**src/rtl/add_pkg.sv**
```systemverilog
// rtl/add_pkg.sv - shared constants and stage-count helper for the pipelined adder
package add_pkg;

  localparam logic ADD = 1'b0;
  localparam logic SUB = 1'b1;

  function automatic int stage_count(input int width, input int chunk);
    return width / chunk;
  endfunction

endpackage

```
**src/rtl/rca_chunk.sv**
```systemverilog
// rtl/rca_chunk.sv - combinational CHUNK-bit ripple-carry slice built from full adders
module rca_chunk #(
  parameter int CHUNK = 4
) (
  input  logic [CHUNK-1:0] a,
  input  logic [CHUNK-1:0] b,
  input  logic             ci,
  output logic [CHUNK-1:0] s,
  output logic             co,
  output logic             c_msb_in
);

  logic [CHUNK:0] w_c;

  assign w_c[0] = ci;

  for (genvar i = 0; i < CHUNK; i++) begin : g_fa
    assign s[i]       = a[i] ^ b[i] ^ w_c[i];
    assign w_c[i + 1] = (a[i] & b[i]) | (w_c[i] & (a[i] ^ b[i]));
  end

  assign co       = w_c[CHUNK];
  // Carry into the top bit lets the last slice form signed overflow locally.
  assign c_msb_in = w_c[CHUNK - 1];

endmodule

```
**src/rtl/pipelined_rca_adder.sv**
```systemverilog
// rtl/pipelined_rca_adder.sv - WIDTH-bit add/sub, one CHUNK ripple slice per stage, valid/ready with full stall
module pipelined_rca_adder
  import add_pkg::*;
#(
  parameter int WIDTH = 16,
  parameter int CHUNK = 4
) (
  input  logic             clk,
  input  logic             rst,
  input  logic             in_valid,
  output logic             in_ready,
  input  logic [WIDTH-1:0] a,
  input  logic [WIDTH-1:0] b,
  input  logic             cin,
  input  logic             sub,
  output logic             out_valid,
  input  logic             out_ready,
  output logic [WIDTH-1:0] sum,
  output logic             cout,
  output logic             ovf
);

  localparam int NSTAGE = stage_count(WIDTH, CHUNK);

  if ((CHUNK < 1) || ((WIDTH % CHUNK) != 0)) begin : g_param_check
    $error("pipelined_rca_adder: WIDTH must be a positive multiple of CHUNK");
  end

  logic              w_adv;
  logic [WIDTH-1:0]  w_beff;
  logic              w_c0;
  logic [NSTAGE-1:0] w_vin;
  logic [NSTAGE-1:0] w_cnx;
  logic              w_ovf_nx;
  logic [WIDTH-1:0]  w_opa_nx [NSTAGE];
  logic [WIDTH-1:0]  w_opb_nx [NSTAGE];
  logic [WIDTH-1:0]  w_sum_nx [NSTAGE];

  logic [NSTAGE-1:0] r_v;
  logic [NSTAGE-1:0] r_c;
  logic              r_ovf;
  logic [WIDTH-1:0]  r_opa [NSTAGE];
  logic [WIDTH-1:0]  r_opb [NSTAGE];
  logic [WIDTH-1:0]  r_sum [NSTAGE];

  assign w_adv    = out_ready | ~r_v[NSTAGE-1];
  assign in_ready = w_adv;
  assign w_beff   = (sub == SUB) ? ~b : b;
  assign w_c0     = (sub == ADD) ? cin : 1'b1;

  // Operands shift right one chunk per stage; sum chunks enter at the top and shift down.
  for (genvar k = 0; k < NSTAGE; k++) begin : g_stage
    logic [WIDTH-1:0] w_ina;
    logic [WIDTH-1:0] w_inb;
    logic [WIDTH-1:0] w_insum;
    logic             w_ci;
    logic [CHUNK-1:0] w_s;

    if (k == 0) begin : g_first
      assign w_ina    = a;
      assign w_inb    = w_beff;
      assign w_insum  = '0;
      assign w_ci     = w_c0;
      assign w_vin[k] = in_valid;
    end else begin : g_next
      assign w_ina    = r_opa[k-1];
      assign w_inb    = r_opb[k-1];
      assign w_insum  = r_sum[k-1];
      assign w_ci     = r_c[k-1];
      assign w_vin[k] = r_v[k-1];
    end

    if (k == NSTAGE - 1) begin : g_last
      logic w_cmsb;
      rca_chunk #(.CHUNK(CHUNK)) u_chunk (
        .a        (w_ina[CHUNK-1:0]),
        .b        (w_inb[CHUNK-1:0]),
        .ci       (w_ci),
        .s        (w_s),
        .co       (w_cnx[k]),
        .c_msb_in (w_cmsb)
      );
      assign w_ovf_nx = w_cmsb ^ w_cnx[k];
    end else begin : g_mid
      rca_chunk #(.CHUNK(CHUNK)) u_chunk (
        .a        (w_ina[CHUNK-1:0]),
        .b        (w_inb[CHUNK-1:0]),
        .ci       (w_ci),
        .s        (w_s),
        .co       (w_cnx[k]),
        .c_msb_in ()
      );
    end

    assign w_opa_nx[k] = w_ina >> CHUNK;
    assign w_opb_nx[k] = w_inb >> CHUNK;
    assign w_sum_nx[k] = (WIDTH'(w_s) << (WIDTH - CHUNK)) | (w_insum >> CHUNK);
  end

  always_ff @(posedge clk or posedge rst) begin
    if (rst) begin
      r_v   <= '0;
      r_c   <= '0;
      r_ovf <= 1'b0;
      for (int k = 0; k < NSTAGE; k++) begin
        r_opa[k] <= '0;
        r_opb[k] <= '0;
        r_sum[k] <= '0;
      end
    end else if (w_adv) begin
      r_v   <= w_vin;
      r_c   <= w_cnx;
      r_ovf <= w_ovf_nx;
      for (int k = 0; k < NSTAGE; k++) begin
        r_opa[k] <= w_opa_nx[k];
        r_opb[k] <= w_opb_nx[k];
        r_sum[k] <= w_sum_nx[k];
      end
    end
  end

  assign out_valid = r_v[NSTAGE-1];
  assign sum       = r_sum[NSTAGE-1];
  assign cout      = r_c[NSTAGE-1];
  assign ovf       = r_ovf;

endmodule
```
**config.mk**
```make
export PLATFORM = sky130hd
export DESIGN_NAME = pipelined_rca_adder
export DESIGN_NICKNAME = d
export VERILOG_FILES = /design/src/rtl/add_pkg.sv /design/src/rtl/rca_chunk.sv /design/src/rtl/pipelined_rca_adder.sv
export SDC_FILE = /design/constraint.sdc
export NUM_CORES = 1
export LEC_CHECK = 0
export ABC_AREA = 0
export BUFFER_PORTS_ARGS = -buffer_cell sky130_fd_sc_hd__buf_2
export CORE_MARGIN = 2
export CORE_UTILIZATION = 40
export CTS_CLUSTER_SIZE = 24
export DETAILED_ROUTE_END_ITERATION = 10
export HOLD_SLACK_MARGIN = 0.08
export PLACE_DENSITY_LB_ADDON = 0.08
export SYNTH_ARGS = -nofsm -noshare
export SYNTH_HDL_FRONTEND = slang
export SYNTH_SLANG_ARGS = --single-unit
```
**constraint.sdc**
```tcl
create_clock -name clk -period 3.5 [get_ports clk]
set_clock_uncertainty 0.15 [all_clocks]
set_input_delay 0.35 -clock clk [delete_from_list [all_inputs] [get_ports clk]]
set_output_delay 0.35 -clock clk [all_outputs]
set_load 0.005 [all_outputs]
```
==> flow_summary.ini <==
[placed_design]
dp.cells = 462
dpl.hpwl_um = 4810
place.gp.congestion = 0.670
port_buffers = 57
place_worst_setup_slack_ns = 0.654

[worst_setup_path]
critPathMaxStageDelay_ns = 0.46
cp_max_fo = 2
cpMaxStageDelayCell = fa_1
cp_data_arrival_time_ns = 2.62
path_cells = fa_1 -> inv_1 -> fa_1 -> inv_1 -> fa_1 -> inv_1 -> fa_1 -> xnor2_1 -> mux2_2
critPathKind = flop to flop
rr_startpoint = r_c[2]$_DFFE_PP0P_
critPathLaunchType = flop
r2r_cells = 9
crit_required_ns = 3.59
timing.rr.end = ovf$_DFFE_PP0P_
crit_path_frequent_cell = fa_1
critPathCaptureType = flop
worst-r2r-setup-slack_ns = 0.97

[die]
fp.dieW_um = 107
core_um2 = 10300
start_util_pct = 41.1
io_pins = 58
die_y_um = 107
dieArea_um2 = 11400
rows = 37

[synthesis]
synth_top_cell_by_area = dfrtp_1
synth.avg_cell_area_um2 = 15.2
synth.cell_area_um2 = 4240
ys_warn_count = 0
ys_ff_latch = 97
synth_nets = 333
ys_types = 17
synthTopCellsByArea = dfrtp_1 (57%), mux2_2 (20%), fa_1 (7.6%)
netlist_instances = 279
synth_top_area_share_pct = 57.3
ys_seq_area_share_pct = 57.3

[power_and_ir_drop]
peakVddDrop_mv = 0.299
pwr-share-comb_pct = 34.5
p_leak_nw = 2.28
p_clk_share_pct = 17.9
netSwitchingFraction_pct = 30.5
power.density_nw_per_um2 = 808
p_seq_share_pct = 47.6
p_sw_w = 0.00123
p_int_w = 0.00280

[sta]
setup_ws_ns = 0.973
maxSlewHeadroom_pct = 52.7
max_freq_ghz = 0.396
period_share_pct = 72.2
finalMaxSlewViolations = 0
period_minus_slack_ns = 2.53
setup-violations-final = 0
tightest_slew_ns = 0.710
hold_viol_final = 0
fin_tns_setup_ns = 0
rsz0062_at_grt = false

[hold_path]
holdCritStartpoint = b[5]
holdPathStages = 3
hp-class = primary input to flop
whs_endpoint = g_stage[1].w_inb[1]$_DFFE_PP0P_

[finish]
drive_gt1_share_pct = 46.1
syn_to_final_growth_pct = 17.7
n_fill_cell = 957
finalNonFillerCells = 492
final_nets = 405
layout_common_cells = dfrtp_1 (97), mux2_2 (74), buf_2 (57), inv_1 (24), fa_1 (16)
layout_commonest_cell = dfrtp_1
diodes = 0

[clock_network]
clk_latency_ns = 0.35
cts_setup_buffers = 0
clk_pin_slew_ns = 0.09
clockBufferDepth = 2
tritoncts = built
numCtsBuffers = 9
cts-htree-levels = 3
root_buffer = clkbuf_8
cts_sinks = 97

[global_route]
grt_overflow = 0
grt_pass1_vias = 2392
antenna_found_initial = 0
grtUsageTotal_pct = 14.0
grt_max_degree = 58
grt_first_pass_wirelength_um = 12300

[routing]
drcViolationCount = 0
vias = 2274
routedWlPerCell_um = 14.6
drt_iter0_drc = 72
wl_um = 7180
drt_first_pass_iters = 4
vias_per_cell = 4.62
antenna_left = 0

[job]
max_cap_viol_count = 0

[status]
outcome = finished clean
## stage by stage
step / total power (W) / hold slack [ns] / util [%] / cell area (um^2)
floorplan: 0.00293 / 0.280 / - / 4240
global placement: 0.00330 / 0.292 / 45.1 / 4650
detailed placement: 0.00336 / 0.300 / 45.1 / 4650
CTS: 0.00410 / 0.128 / 48.3 / 4990
global route: 0.00437 / 0.131 / 48.3 / 4990
finish: 0.00403 / 0.144 / 48.3 / 4990
## repair_timing
action                                  in CTS  in global routing
endpoints found under the setup margin       0                  0
gates resized for setup                      0                  0
hold endpoints to repair                    68                  0
hold buffers                                14                  0
## worst max-delay path: cells and delay by family (launching register included)
kind | cells | cell delay, ns
flip-flops | 1 | 0.39
buffers and inverters | 3 | 0.22
adder cells (fa/ha/maj) | 4 | 1.29
multiplexers | 1 | 0.25
XOR/XNOR | 1 | 0.14
## flip-flops by register name (all words and copies together) (netlist names)
signal           count
g_stage.w_insum     24
r_c                  4
r_v                  4
sum                 16
g_stage.w_ina       24
g_stage.w_inb       24
ovf                  1
## power groups by stage
stage	registers, W	logic, W	clock network (W)
floorplan	0.00186	0.00107	0
global placement	0.00193	0.00137	0
detailed placement	0.00195	0.00141	0
CTS	0.00193	0.00142	0.000750
global route	0.00200	0.00157	0.000799
finish	0.00192	0.00139	0.000724
## worst max-delay path by stage
stage / depth (start not counted) / startpoint / end / slack (ns)
5_1_grt: 9 / r_c[2]$_DFFE_PP0P_ / ovf$_DFFE_PP0P_ / 0.81
2_1_floorplan: 1 / rst / g_stage[1].w_ina[0]$_DFFE_PP0P_ / 0.47
3_3_place_gp: 9 / sub / g_stage[1].w_insum[15]$_DFFE_PP0P_ / 0.73
4_1_cts: 9 / r_c[2]$_DFFE_PP0P_ / ovf$_DFFE_PP0P_ / 0.95
3_5_place_dp: 9 / sub / g_stage[1].w_insum[15]$_DFFE_PP0P_ / 0.65
6_report: 9 / r_c[2]$_DFFE_PP0P_ / ovf$_DFFE_PP0P_ / 0.97
## synth_stat cells
cell and number:
mux2_4 10, nand2b_4 1, fa_1 16, xnor2_1 4, clkbuf_1 2, inv_1 25
buf_2 9, nor3b_1 10, or2_2 1, buf_4 1, nand2b_1 1, dfrtp_1 97
xor2_1 13, mux2i_1 2, buf_6 3, a21oi_1 10, mux2_2 74
## layer usage
metal | vias up | share of wire (%) | GRT usage (%) | wire length, um
met1 | 1151 | 51 | 20.4 | 3640
li1 | 1074 | - | - | -
met5 | - | 0 | 0 | 0
met4 | 0 | 0.95 | 5.57 | 68
met3 | 8 | 3.3 | 2.74 | 239
met2 | 41 | 45 | 20.5 | 3240
## area by class of cell
| type | instances | area, um^2 | area share, % |
|---|---|---|---|
| Clock buffer | 11 | 141 | 2.83 |
| Clock inverter | 5 | 55.1 | 1.10 |
| Inverter | 25 | 96.3 | 1.93 |
| Multi-Input combinational cell | 142 | 1620 | 32.5 |
| Sequential cell | 97 | 2430 | 48.6 |
| Tap cell | 136 | 170 | 3.41 |
| Timing Repair Buffer | 76 | 475 | 9.53 |
## logic make-up (layout without fill, tap and decap cells)
logic type,Yosys count,after routing,share of synthesized area [%]
compound gates,10,10,1.18
xor+xnor,17,17,3.51
fa+ha+maj,16,16,7.56
buf+inv,40,117,4.43
flops,97,97,57.3
mux,86,86,23.7
simple gates,13,13,2.39
No activity file was read; power rests on OpenSTA's default activity.
